==> config.mk <==
export PLATFORM = sky130hd
export DESIGN_NAME = aes_inv_key_sched
export DESIGN_NICKNAME = d
export VERILOG_FILES = /design/src/rtl/aes_inv_key_sched.sv
export SDC_FILE = /design/constraint.sdc
export NUM_CORES = 1
export LEC_CHECK = 0
export CORE_MARGIN = 1.5
export CORE_UTILIZATION = 35
export DETAILED_ROUTE_END_ITERATION = 16
export HOLD_SLACK_MARGIN = 0.1
export PLACE_DENSITY = 0.51
export SYNTH_ARGS = -nofsm -noshare
export SYNTH_HDL_FRONTEND = slang
export SYNTH_SLANG_ARGS = --single-unit
==> constraint.sdc <==
create_clock -name clk -period 40.8 [get_ports clk]
set_input_delay 10.2 -clock clk [delete_from_list [all_inputs] [get_ports clk]]
set_output_delay 10.2 -clock clk [all_outputs]
set_load 0.01 [all_outputs]
==> src/rtl/aes_inv_key_sched.sv <==
// AES-128 round-key walker: steps from a loaded round-10 key towards round 0, one byte per cycle.
// Optional macro AES_KEY_FWD_EN adds a dir input for stepping forward (round_idx+1).
module aes_inv_key_sched (
    input  logic         clk,
    input  logic         rst_n,
    input  logic         load,
    input  logic [127:0] key_in,
    input  logic         next,
`ifdef AES_KEY_FWD_EN
    input  logic         dir,
`endif
    output logic [127:0] round_key_out,
    output logic [3:0]   round_idx,
    output logic         key_valid,
    output logic         busy,
    output logic         err
);

    typedef enum logic [1:0] {IDLE, CALC, DONE} state_e;

    state_e             state_q, state_d;
    logic [3:0]         cnt_q, cnt_d;
    logic [0:15][7:0]   key_q, key_d;
    logic [3:0]         idx_q, idx_d;
    logic               valid_q, valid_d;
    logic               busy_q, busy_d;
    logic               err_q, err_d;
    logic               fwd;
    logic               accept;

    logic [1:0]         step, j, jn;
    logic [3:0]         dst, src;
    logic [7:0]         sb_out, rc, operand;

    function automatic logic [7:0] gf_mul(input logic [7:0] a, input logic [7:0] b);
        logic [7:0] p;
        logic [7:0] aa;
        p  = '0;
        aa = a;
        for (int unsigned i = 0; i < 8; i++) begin
            if (b[i]) p = p ^ aa;
            aa = {aa[6:0], 1'b0} ^ (aa[7] ? 8'h1b : 8'h00);
        end
        return p;
    endfunction

    // x^254 is the multiplicative inverse in GF(2^8); maps 0 to 0 as AES requires
    function automatic logic [7:0] gf_inv(input logic [7:0] a);
        logic [7:0] sq;
        logic [7:0] r;
        sq = a;
        r  = 8'h01;
        for (int unsigned i = 1; i < 8; i++) begin
            sq = gf_mul(sq, sq);
            r  = gf_mul(r, sq);
        end
        return r;
    endfunction

    function automatic logic [7:0] sbox(input logic [7:0] a);
        logic [7:0] v;
        v = gf_inv(a);
        return v ^ {v[6:0], v[7]} ^ {v[5:0], v[7:6]} ^ {v[4:0], v[7:5]} ^ {v[3:0], v[7:4]} ^ 8'h63;
    endfunction

    function automatic logic [7:0] rcon(input logic [3:0] r);
        case (r)
            4'd1:    return 8'h01;
            4'd2:    return 8'h02;
            4'd3:    return 8'h04;
            4'd4:    return 8'h08;
            4'd5:    return 8'h10;
            4'd6:    return 8'h20;
            4'd7:    return 8'h40;
            4'd8:    return 8'h80;
            4'd9:    return 8'h1b;
            4'd10:   return 8'h36;
            default: return 8'h00;
        endcase
    endfunction

`ifdef AES_KEY_FWD_EN
    logic dir_q, dir_d;
    assign fwd    = dir_q;
    assign accept = valid_q && (dir ? (idx_q != 4'd10) : (idx_q != 4'd0));
`else
    assign fwd    = 1'b0;
    assign accept = valid_q && (idx_q != 4'd0);
`endif

    // Step 0 is the SubWord/Rcon update of w0; step k (1..3) does w[k] ^= w[k-1].
    // Forward order is steps 0,1,2,3; inverse order is 3,2,1,0 (step = ~phase).
    always_comb begin
        j       = cnt_q[1:0];
        jn      = j + 2'd1;
        step    = fwd ? cnt_q[3:2] : ~cnt_q[3:2];
        dst     = {step, j};
        src     = {step - 2'd1, j};
        sb_out  = sbox(key_q[{2'b11, jn}]);
        rc      = rcon(fwd ? idx_q + 4'd1 : idx_q);
        operand = (step == 2'd0) ? (sb_out ^ ((j == 2'd0) ? rc : 8'h00)) : key_q[src];
    end

    always_comb begin
        state_d = state_q;
        cnt_d   = cnt_q;
        key_d   = key_q;
        idx_d   = idx_q;
        valid_d = valid_q;
        busy_d  = busy_q;
        err_d   = 1'b0;
`ifdef AES_KEY_FWD_EN
        dir_d   = dir_q;
`endif
        if (load) begin
            key_d   = key_in;
            idx_d   = 4'd10;
            valid_d = 1'b1;
            busy_d  = 1'b0;
            cnt_d   = '0;
            state_d = IDLE;
        end else begin
            case (state_q)
                IDLE: begin
                    if (next) begin
                        if (accept) begin
                            state_d = CALC;
                            valid_d = 1'b0;
                            busy_d  = 1'b1;
                            cnt_d   = '0;
`ifdef AES_KEY_FWD_EN
                            dir_d   = dir;
`endif
                        end else begin
                            err_d = 1'b1;
                        end
                    end
                end
                CALC: begin
                    err_d      = next;
                    key_d[dst] = key_q[dst] ^ operand;
                    cnt_d      = cnt_q + 4'd1;
                    if (cnt_q == 4'd15) begin
                        state_d = DONE;
                        busy_d  = 1'b0;
                    end
                end
                DONE: begin
                    err_d   = next;
                    idx_d   = fwd ? idx_q + 4'd1 : idx_q - 4'd1;
                    valid_d = 1'b1;
                    state_d = IDLE;
                end
                default: state_d = IDLE;
            endcase
        end
    end

    always_ff @(posedge clk or negedge rst_n) begin
        if (!rst_n) begin
            state_q <= IDLE;
            cnt_q   <= '0;
            key_q   <= '0;
            idx_q   <= '0;
            valid_q <= 1'b0;
            busy_q  <= 1'b0;
            err_q   <= 1'b0;
`ifdef AES_KEY_FWD_EN
            dir_q   <= 1'b0;
`endif
        end else begin
            state_q <= state_d;
            cnt_q   <= cnt_d;
            key_q   <= key_d;
            idx_q   <= idx_d;
            valid_q <= valid_d;
            busy_q  <= busy_d;
            err_q   <= err_d;
`ifdef AES_KEY_FWD_EN
            dir_q   <= dir_d;
`endif
        end
    end

    assign round_key_out = key_q;
    assign round_idx     = idx_q;
    assign key_valid     = valid_q;
    assign busy          = busy_q;
    assign err           = err_q;

endmodule

## After elaboration in Yosys (flattened, before gate mapping)

Memories as Yosys holds them, arrays and structs flattened.
Index checks and enable logic that the tools add are counted.

| operators by class | value |
|---|---|
| bitwise gates (word level) | 200 |
| order comparisons | 4 |
| reduce and logical (&&, ||, !) cells | 15 |
| add/subtract/negate cells | 4 |
| equality and inequality tests | 6 |
| multiplexer cells | 243 |

Operators by type and width:

| kind | number |
|---|---|
| $mux W8 | 114 |
| $xor A8 B8 Y8 | 97 |
| $xor A8 B5 Y8 | 91 |
| $mux W5 | 92 |
| $mux W128 | 2 |
| $bwmux W128 | 1 |
| $bmux W8 S4 | 3 |
| $demux W8 S4 | 1 |
| $mux W4 | 6 |
| $ge A5 B5 Y1 const B | 3 |
| $not A4 Y5 | 3 |
| $mux W1 | 11 |
| $mux W2 | 5 |
| $ne A3 B3 Y1 const B | 3 |
| $reduce_and A3 Y1 | 3 |
| $pmux W4 S2 | 1 |
| $mux W7 | 1 |
| $not A1 Y1 const A | 7 |
| $logic_not A2 Y1 | 3 |
| $mux W6 | 1 |
| $pmux W1 S2 | 3 |
| $reduce_bool A3 Y1 | 2 |
| $lt A5 B1 Y1 const B | 1 |
| $add A4 B1 Y4 const B | 1 |
| other kinds (15) | 17 |

| storage, ports and cells | value |
|---|---|
| word-level logic and storage cells | 495 |
| memory bits (read-only) | 128 |
| input port bits | 132 |
| memories kept | 1 |
| register bits after elaboration | 141 |
| output and inout port bits | 135 |

Memory list:

| name | words | bits a word | rd ports | clocked after memory_dff | wr ports | line | RTL |
|---|---|---|---|---|---|---|---|
| (name not given) | 16 | 8 | 1 | 0 | 0 | 67 | `case (r)` |

## Logic depth before layout (Yosys ltp)

Gate-level depths: netlist of the first run.

| logic depth | value |
|---|---|
| word-level depth | 143 |
| mapped depth | 78 |
| gate-level depth less buffers | 58 |

## Worst setup path after synthesis of the first run

OpenSTA, ideal clock, no wires.

| path | value |
|---|---|
| kind | reg2reg |
| from | register cnt_q[0] |
| to | register key_q, in the netlist round_key_out[58] |
| buffers on the path | 19 |
| required time | 40723 ps |
| cell stages (with the launch flop) | 73 |
| data arrival time | 17857 ps |
| path slack | 22867 ps |
| library setup time | 77 ps |
| cell sequence | dfrtp_1 -> buf_6 -> buf_6 -> buf_1 -> clkbuf_1 -> inv_1 -> ha_1 -> buf_2 -> mux4_2 -> buf_2 -> ha_1 -> buf_1 -> nand2_1 -> xor2_1 -> inv_2 -> clkbuf_1 -> clkbuf_1 -> ha_1 -> (+37 left out) -> xnor2_4 -> nor2_1 -> xnor2_1 -> xnor3_2 -> xor3_2 -> xnor2_4 -> nor2b_1 -> o21a_1 -> o21ai_1 -> xnor3_1 -> xnor2_2 -> xnor3_1 -> xor3_1 -> mux2i_1 -> xnor2_1 -> buf_2 -> mux2i_1 -> o21ai_1 |

| on the way | value |
|---|---|
| cells in the longest elaborated chain, start to end | 139 |

Ends and longest elaborated chain:

| element | line | RTL |
|---|---|---|
| start: declaration | 22 | `logic [3:0] cnt_q, cnt_d;` |
| start signal: assignment | 173 | `cnt_q <= cnt_d;` |
| $add A2 B1 Y2 | 95 | `jn = j + 2'd1;` |
| $not A4 Y5 (implied by the code) | 99 | `sb_out = sbox(key_q[{2'b11, jn}]);` |
| $bmux W8 S4 | 99 |  |
| $mux W8 (implied by the code) (2 in series) | 99 |  |
| $mux W5, or another cell as far along | 42 | `aa = {aa[6:0], 1'b0} ^ (aa[7] ? 8'h1b : 8'h00);` |
| $xor A8 B5 Y8 or $xor A8 B8 Y8 (tied branches) | 42, 41 |  |
| $xor A8 B8 Y8 or $mux W8 (tied branches) | 41 | `if (b[i]) p = p ^ aa;` |
| $mux W8 or $xor A8 B8 Y8 (tied branches) | 41 |  |
| (+119 left out) | n/a |  |
| $mux W8 | 41 |  |
| $xor A8 B8 Y8 (4 in series) | 63 | `return v ^ {v[6:0], v[7]} ^ {v[5:0], v[7:6]} ^ {v[4:0], v[7:5]} ^ {v[3:0], v[7:4]} ^ 8'h63;` |
| $xor A8 B8 Y8 | 101 | `operand = (step == 2'd0) ? (sb_out ^ ((j == 2'd0) ? rc : 8'h00)) : key_q[src];` |
| $mux W8 | 101 |  |
| $xor A8 B8 Y8 | 141 | `key_d[dst] = key_q[dst] ^ operand;` |
| $bwmux W128 * | 141 |  |
| $mux W128 * | 123 | `case (state_q)` |
| $mux W128 * | 115 | `if (load) begin` |
| end signal: assignment | 174 | `key_q <= key_d;` |
| end: declaration | 23 | `logic [0:15][7:0] key_q, key_d;` |

Mark *: on every way between the ends. The rest lies on a longest branch, timed or not. The select of a mux whose other input is x is not followed.
A chain may end at the register's enable or synchronous reset.

## Final worst setup path of the first run

| path | value |
|---|---|
| from | register cnt_q[1] |
| to | register key_q, in the netlist round_key_out[21] |

| on the way | value |
|---|---|
| cells in the longest elaborated chain, start to end | 140 |

Ends and longest elaborated chain:

| element | line |
|---|---|
| $add A2 B1 Y2 | 95 |
| $not A4 Y5 (implied by the code) | 99 |
| $bmux W8 S4 | 99 |
| $mux W8 (implied by the code) (2 in series) | 99 |
| $mux W5, or another cell as far along | 42 |
| $xor A8 B5 Y8 or $xor A8 B8 Y8 (tied branches) | 42, 41 |
| $xor A8 B8 Y8 or $mux W8 (tied branches) | 41 |
| $mux W8 or $xor A8 B8 Y8 (tied branches) | 41 |
| (+120 left out) | n/a |
| $xor A8 B8 Y8 (4 in series) | 63 |
| $not A4 Y4 (no line) | n/a |
| $xor A8 B8 Y8 | 101 |
| $mux W8 | 101 |
| $xor A8 B8 Y8 | 141 |
| $bwmux W128 * | 141 |
| $mux W128 * | 123 |
| $mux W128 * | 115 |

Marked as above.

==> results of run 1 <==
[through the flow]
| step | util | hold slack, ns | setup WS (ns) | instance area, um^2 |
|---|---|---|---|---|
| detailed placement | 0.4068 | 0.5711 | 20.27 | 27420 |
| global route | 0.4157 | 0.6208 | 18.58 | 28020 |
| CTS | 0.4157 | 0.5892 | 20.18 | 28020 |
| global placement | 0.4068 | 0.5487 | 20.68 | 27420 |
| floorplan | - | 0.5429 | 22.87 | 23950 |
| finish | 0.4157 | 0.5878 | 19.97 | 28020 |
[cell families after synthesis]
family | count (synthesis) | synth area share
DFF | 141 | 0.1473
xor gates and xnor gates | 674 | 0.3313
and+or+nand+nor | 927 | 0.1692
adders and majority gates | 26 | 0.01358
buffers and inverters | 243 | 0.04326
AOI/OAI and AO/OA | 605 | 0.1622
muxes | 245 | 0.1331
[sequential cells by signal (all words and copies together) (netlist names)]
register       count
err                1
state_q            2
round_key_out    128
key_valid          1
cnt_q              4
busy               1
round_idx          4
[final timing paths]
kind / slack [ns] / start / depth (start not counted) / endpoint
setup / recovery: 19.97 / cnt_q[1] / 61 / round_key_out[21]
hold / removal: 0.59 / round_key_out[114] / 2 / round_key_out[114]
setup reg to reg: 19.97 / cnt_q[1] / 61 / round_key_out[21]
hold reg to reg: 0.59 / round_key_out[114] / 2 / round_key_out[114]
max in group asynchronous: 29.61 / rst_n / 2 / cnt_q[1]
min in group asynchronous: 9.77 / rst_n / 1 / round_key_out[40]
[worst max-delay path, delay by kind of cell, from the launching register on]
kind                       cells  cell delay (ns)
buffers and inverters          8             2.83
xor gates and xnor gates      18             6.16
and+or+nand+nor               11             2.90
AOI/OAI and AO/OA             12             3.85
adders and majority gates      6             3.04
DFF                            1             0.34
muxes                          6             1.52
[synth_stat cells, drive strengths merged (10+ instances only)]
library cell	number	area share
xor3	12	0.012
o21a	10	0.0031
or4	10	0.0031
and2	16	0.0042
nor3	60	0.013
a22oi	20	0.0063
mux2	18	0.0085
o221ai	11	0.0043
a31oi	23	0.0060
nand2	347	0.054
xor2	119	0.050
o211ai	20	0.0065
xnor3	88	0.083
a32oi	15	0.0055
a21oi	131	0.028
and3	28	0.0073
o22ai	27	0.0073
buf	84	0.018
ha	26	0.014
dfrtp	141	0.15
o21ai	212	0.044
or3	13	0.0034
nor4	14	0.0037
mux2i	172	0.073
a211oi	25	0.0080
nand2b	16	0.0042
nand3	68	0.014
nand4	13	0.0034
nor2b	12	0.0031
nor2	311	0.050
inv	27	0.0042
mux4	55	0.052
xnor2	455	0.19
clkbuf	128	0.020
[cell type report]
cell class	instances	area, um^2	area share
Antenna cell	1	2.502	0.00008931
Clock buffer	21	480.5	0.01715
Clock inverter	11	120.1	0.004287
Inverter	31	116.4	0.004153
Multi-Input combinational cell	2477	19490	0.6957
Sequential cell	141	3531	0.1260
Tap cell	873	1092	0.03898
Timing Repair Buffer	335	3183	0.1136
[cells in the final DEF (no fill, tap or decap), types with 20 or more instances in the layout]
master / instances
nor3_1: 59
nand3_1: 68
inv_1: 21
buf_4: 69
dfrtp_1: 139
a22oi_1: 20
clkdlybuf4s50_1: 264
mux2i_1: 170
xnor2_1: 402
xnor2_2: 41
xnor3_1: 79
nand2_1: 347
mux4_2: 55
nor2_1: 307
xor2_1: 97
o21ai_0: 127
ha_1: 26
and3_1: 28
a21oi_1: 128
o21ai_1: 85
a211oi_1: 24
a31oi_1: 23
o22ai_1: 26
[routing by layer]
metal	GRT usage	vias to the layer above
met5	0	-
met4	0.06974	6
met3	0.04617	131
met2	0.4142	945
met1	0.3223	11020
li1	-	10350
==> metrics.md, run 1 <==
| Metric | Value |
|---|---|
| Status | finished, final reports clean |
| Final std cells w/o fill | 3890 |
| Met2 wire len | 41700 um |
| TritonRoute pass-1 iters | 6 |
| Final hold vios | 0 |
| Post-detailed-route count of antenna-violating nets | 0 |
| DRT Wirelength | 87700 um |
| Total GRT Usage | 0.2466 |
| Worst-path cell with the longest stage delay | o211ai_1 |
| I/O pin total | 267 |
| Final period utilization | 0.5106 |
| H-tree levels | 4 |
| Crit path top cell by count | xnor2_1 |
| Syn_nets | 3019 |
| Ys flop type | dfrtp_1 |
| Critical Path Fanout Max | 37 |
| CTS Buf Count | 17 |
| Number of vias per cell | 5.771 |
| Post-CTS Hold Fix Bufs | 0 |
| Post-cts repair resize count | 0 |
| Post-route DRC | 0 |
| Initial antenna violation count | 4 |
| Setup TNS | 0 ns |
| Crit path DAT | 21.19 ns |
| Clk sinks | 141 |
| # Max-Cap Violations | 0 |
| Die width | 264.6 um |
| DR top layer | met5 |
| Vias in the first global route | 22030 |
| Grt ovf | 0 |
| Initial core utilization | 0.3554 |
| Worst-Margin Slew | 1.218 ns |
| Die Y | 264.6 um |
| Rel. slew slack | 0.1843 |
| Synth Register Bits | 141 |
| Die Area | 70010 um^2 |
| Global-route wire length before repair | 136200 um |
| Clk buf depth | 2 |
| Placeable Area | 67400 um^2 |
| Ys async rst share | 1.000 |
| CTS root buf | clkbuf_16 |
| Unrepaired setup endpoints after global routing | false |
| Crit start category | flip-flop |
| FP Rows | 95 |
| DP HPWL | 64860 um |
| Initial DRC count | 2070 |
| Critical Path RT | 41.16 ns |
| Wire length per cell | 22.54 um |
| TritonCTS clock tree | built |
| Max-slew violations | 0 |
| M1 wire length | 37020 um |
| Fraction of layout cells with a size suffix above 1 | 0.1008 |
| YS warnings | 0 |
| # Post-CTS Setup Buffers | 0 |
| Largest net degree at the start of global routing | 111 |
| Routed length on met3 | 6767 um |
| DP Cell Count | 3857 |
| Layout Skew | 0.01499 ns |
| Worst-Skew Late Latency | 0.45 ns |
| Vias | 22450 |
| Routability cong. | 0.8806 |
| # port buffers | 266 |
| Endpoints failing setup | 0 |
| Critical path class | flip-flop to flip-flop |
| EDFF count, synth | 0 |
| Clk slew on worst S/H paths | 0.07 ns |
| Syn Inst Count | 2861 |
| Register area share after synthesis | 0.1473 |
| F_max | 0.04800 GHz |
| Synth Area per Inst | 8.371 um^2 |
| Synth unique cells | 98 |
| Area grow syn2layout | 16.99% |
| Crit end category | flip-flop |
| Hold Path Class | flip-flop to flip-flop |
| Post-Syn Area | 23950 um^2 |
| Nets@finish | 3161 |
| Final min period | 20.83 ns |
| CP peak stage delay | 0.96 ns |
| Final-layout fill cell count | 6622 |
Power of run 1 is not shown: default switching activity piles up to over one toggle a cycle in this logic, so the estimate is an artifact.
==> run 2: changes to the inputs <==
--- a/config.mk
+++ b/config.mk
@@ -9,7 +9,7 @@
 export CORE_UTILIZATION = 35
 export DETAILED_ROUTE_END_ITERATION = 16
 export HOLD_SLACK_MARGIN = 0.1
-export PLACE_DENSITY = 0.51
+export PLACE_DENSITY = 0.53
 export SYNTH_ARGS = -nofsm -noshare
 export SYNTH_HDL_FRONTEND = slang
 export SYNTH_SLANG_ARGS = --single-unit
==> constraint.sdc (replaced) <==
create_clock -name clk -period 18.72 [get_ports clk]
set_input_delay 4.68 -clock clk [delete_from_list [all_inputs] [get_ports clk]]
set_output_delay 4.68 -clock clk [all_outputs]
set_load 0.01 [all_outputs]
==> run 2 against run 1 <==
  * Sequential cell count did not move
  * Count of clock-buffer cells in the layout fell by 3
  * Utilization rose by 0.51 points
  * Non-clock buffer count rose by 26
==> metrics.md, run 2 (synthesized netlist as in run 1, its figures left out) <==
| Metric | Value |
|---|---|
| Status | finished, final reports clean |
| Die Y | 264.6 um |
| R2R depth | 54 |
| Placeable Area | 67400 um^2 |
| Initial DRC count | 1965 |
| Worst-Margin Slew | 1.101 ns |
| Hold Crit Endpoint | round_key_out[114] |
| Commonest non-fill, non-tap cells in the layout | xnor2_1 (395), nand2_1 (347), nor2_1 (307), clkdlybuf4s50_1 (264), mux2i_1 (170) |
| Most common cell after layout, fill and taps aside | xnor2_1 |
| Vias in the first global route | 22030 |
| Critical path class | flip-flop to flip-flop |
| Worst-Skew Late Latency | 0.45 ns |
| Final period utilization | 0.9514 |
| Initial core utilization | 0.3554 |
| # port buffers | 266 |
| Worst-path cell with the longest stage delay | xnor3_1 |
| DRT Wirelength | 86960 um |
| Clk buf depth | 2 |
| Vias | 22310 |
| FP Rows | 95 |
| Final std cells w/o fill | 3915 |
| Critical Path Fanout Max | 17 |
| M1 wire length | 36560 um |
| Endpoints failing setup | 0 |
| R2R Path Start | cnt_q[0] |
| Crit end category | flip-flop |
| Critical Path RT | 19.07 ns |
| CP peak stage delay | 0.67 ns |
| F_max | 0.05615 GHz |
| Hold_ws | 0.5737 ns |
| Die Area | 70010 um^2 |
| Crit start category | flip-flop |
| Total GRT Usage | 0.2449 |
| Number of vias per cell | 5.698 |
| Reg2reg end | round_key_out[77] |
| Routability cong. | 0.9095 |
| R2r setup slk | 0.91 ns |
| Global-route wire length before repair | 135200 um |
| Post-route DRC | 0 |
| Final min period | 17.81 ns |
| CTS Buf Count | 17 |
| I/O pin total | 267 |
| Max-slew violations | 0 |
| Max reg flops | 128 |
| Post-route cell area | 28360 um^2 |
| TritonCTS clock tree | built |
| TritonRoute pass-1 iters | 6 |
| Final hold vios | 0 |
| Nets@finish | 3187 |
| Hold Path Class | flip-flop to flip-flop |
| Routed length on met3 | 6279 um |
| Post-CTS Hold Fix Bufs | 0 |
| # Max-Cap Violations | 0 |
| Fraction of layout cells with a size suffix above 1 | 0.1131 |
| DP Cell Count | 3882 |
| Largest net degree at the start of global routing | 91 |
| Clk slew on worst S/H paths | 0.07 ns |
| Cell Area, Placed | 27600 um^2 |
| Die width | 264.6 um |
| Crit path top cell by count | xnor2_1 |
| DR top layer | met4 |
| H-tree levels | 4 |
| Ant. Diodes | 0 |
| Layout Skew | 0.01381 ns |
| Crit path DAT | 18.16 ns |
| DP HPWL | 65340 um |
| Initial antenna violation count | 0 |
| Grt ovf | 0 |
| Post-detailed-route count of antenna-violating nets | 0 |
| Hold Crit Start | round_key_out[114] |
| Wire length per cell | 22.21 um |
| Met2 wire len | 42120 um |
| CTS root buf | clkbuf_16 |
| Final-layout fill cell count | 6585 |
| Clk sinks | 141 |
| Area grow syn2layout | 18.43% |
| Rel. slew slack | 0.2609 |
| Hold Path Cell Cnt | 2 |
## run 2: worst max path at each step
stage / startpoint / end / slack (ns) / cells past startpoint
floorplan: cnt_q[0] / round_key_out[58] / 0.79 / 72
global placement: cnt_q[0] / round_key_out[26] / 0.77 / 54
detailed placement: cnt_q[0] / round_key_out[21] / 0.42 / 54
CTS: cnt_q[0] / round_key_out[15] / 0.27 / 53
global route: cnt_q[0] / round_key_out[21] / -0.004 / 54
finish: cnt_q[0] / round_key_out[77] / 0.91 / 54
## run 2: per-layer routing
layer,vias up,GRT usage
met5,-,0
met4,0,0.06508
met3,91,0.05035
met2,810,0.4153
met1,10970,0.3154
li1,10440,-
## run 2: timing repair
action | in CTS | in global routing
gates resized for setup | 0 | 24
endpoints found under the setup margin | 0 | 128
buffers inserted | 0 | 1
## run 2: worst max-delay path: cells and delay by family, from the launching register on
kind | cells | cell delay (ns)
buffers and inverters | 2 | 0.33
adders and majority gates | 3 | 1.40
DFF | 1 | 0.36
AOI/OAI and AO/OA | 7 | 1.88
muxes | 3 | 0.88
and+or+nand+nor | 8 | 1.68
xor gates and xnor gates | 31 | 11.15
## run 2: metrics by stage
stage / util / TNS (ns) / setup slack [ns]
after global routing: 0.4208 / -0.004498 / -0.004498
after global placement: 0.4095 / 0 / 0.7749
after floorplan: - / 0 / 0.7867
after CTS: 0.4182 / 0 / 0.2655
after detailed placement: 0.4095 / 0 / 0.4213
final: 0.4208 / 0 / 0.9096
## run 2: layout make-up
type	instances	area, um^2	area share
clock inverters	14	152.6	0.005382
repair buffers	361	3378	0.1191
multi-input cells	2477	19650	0.6929
clock buffers	18	439.2	0.01548
well taps	873	1092	0.03851
inverters	31	116.4	0.004103
flip-flops and latches	141	3531	0.1245
Power of run 2 is left out for the same reason.
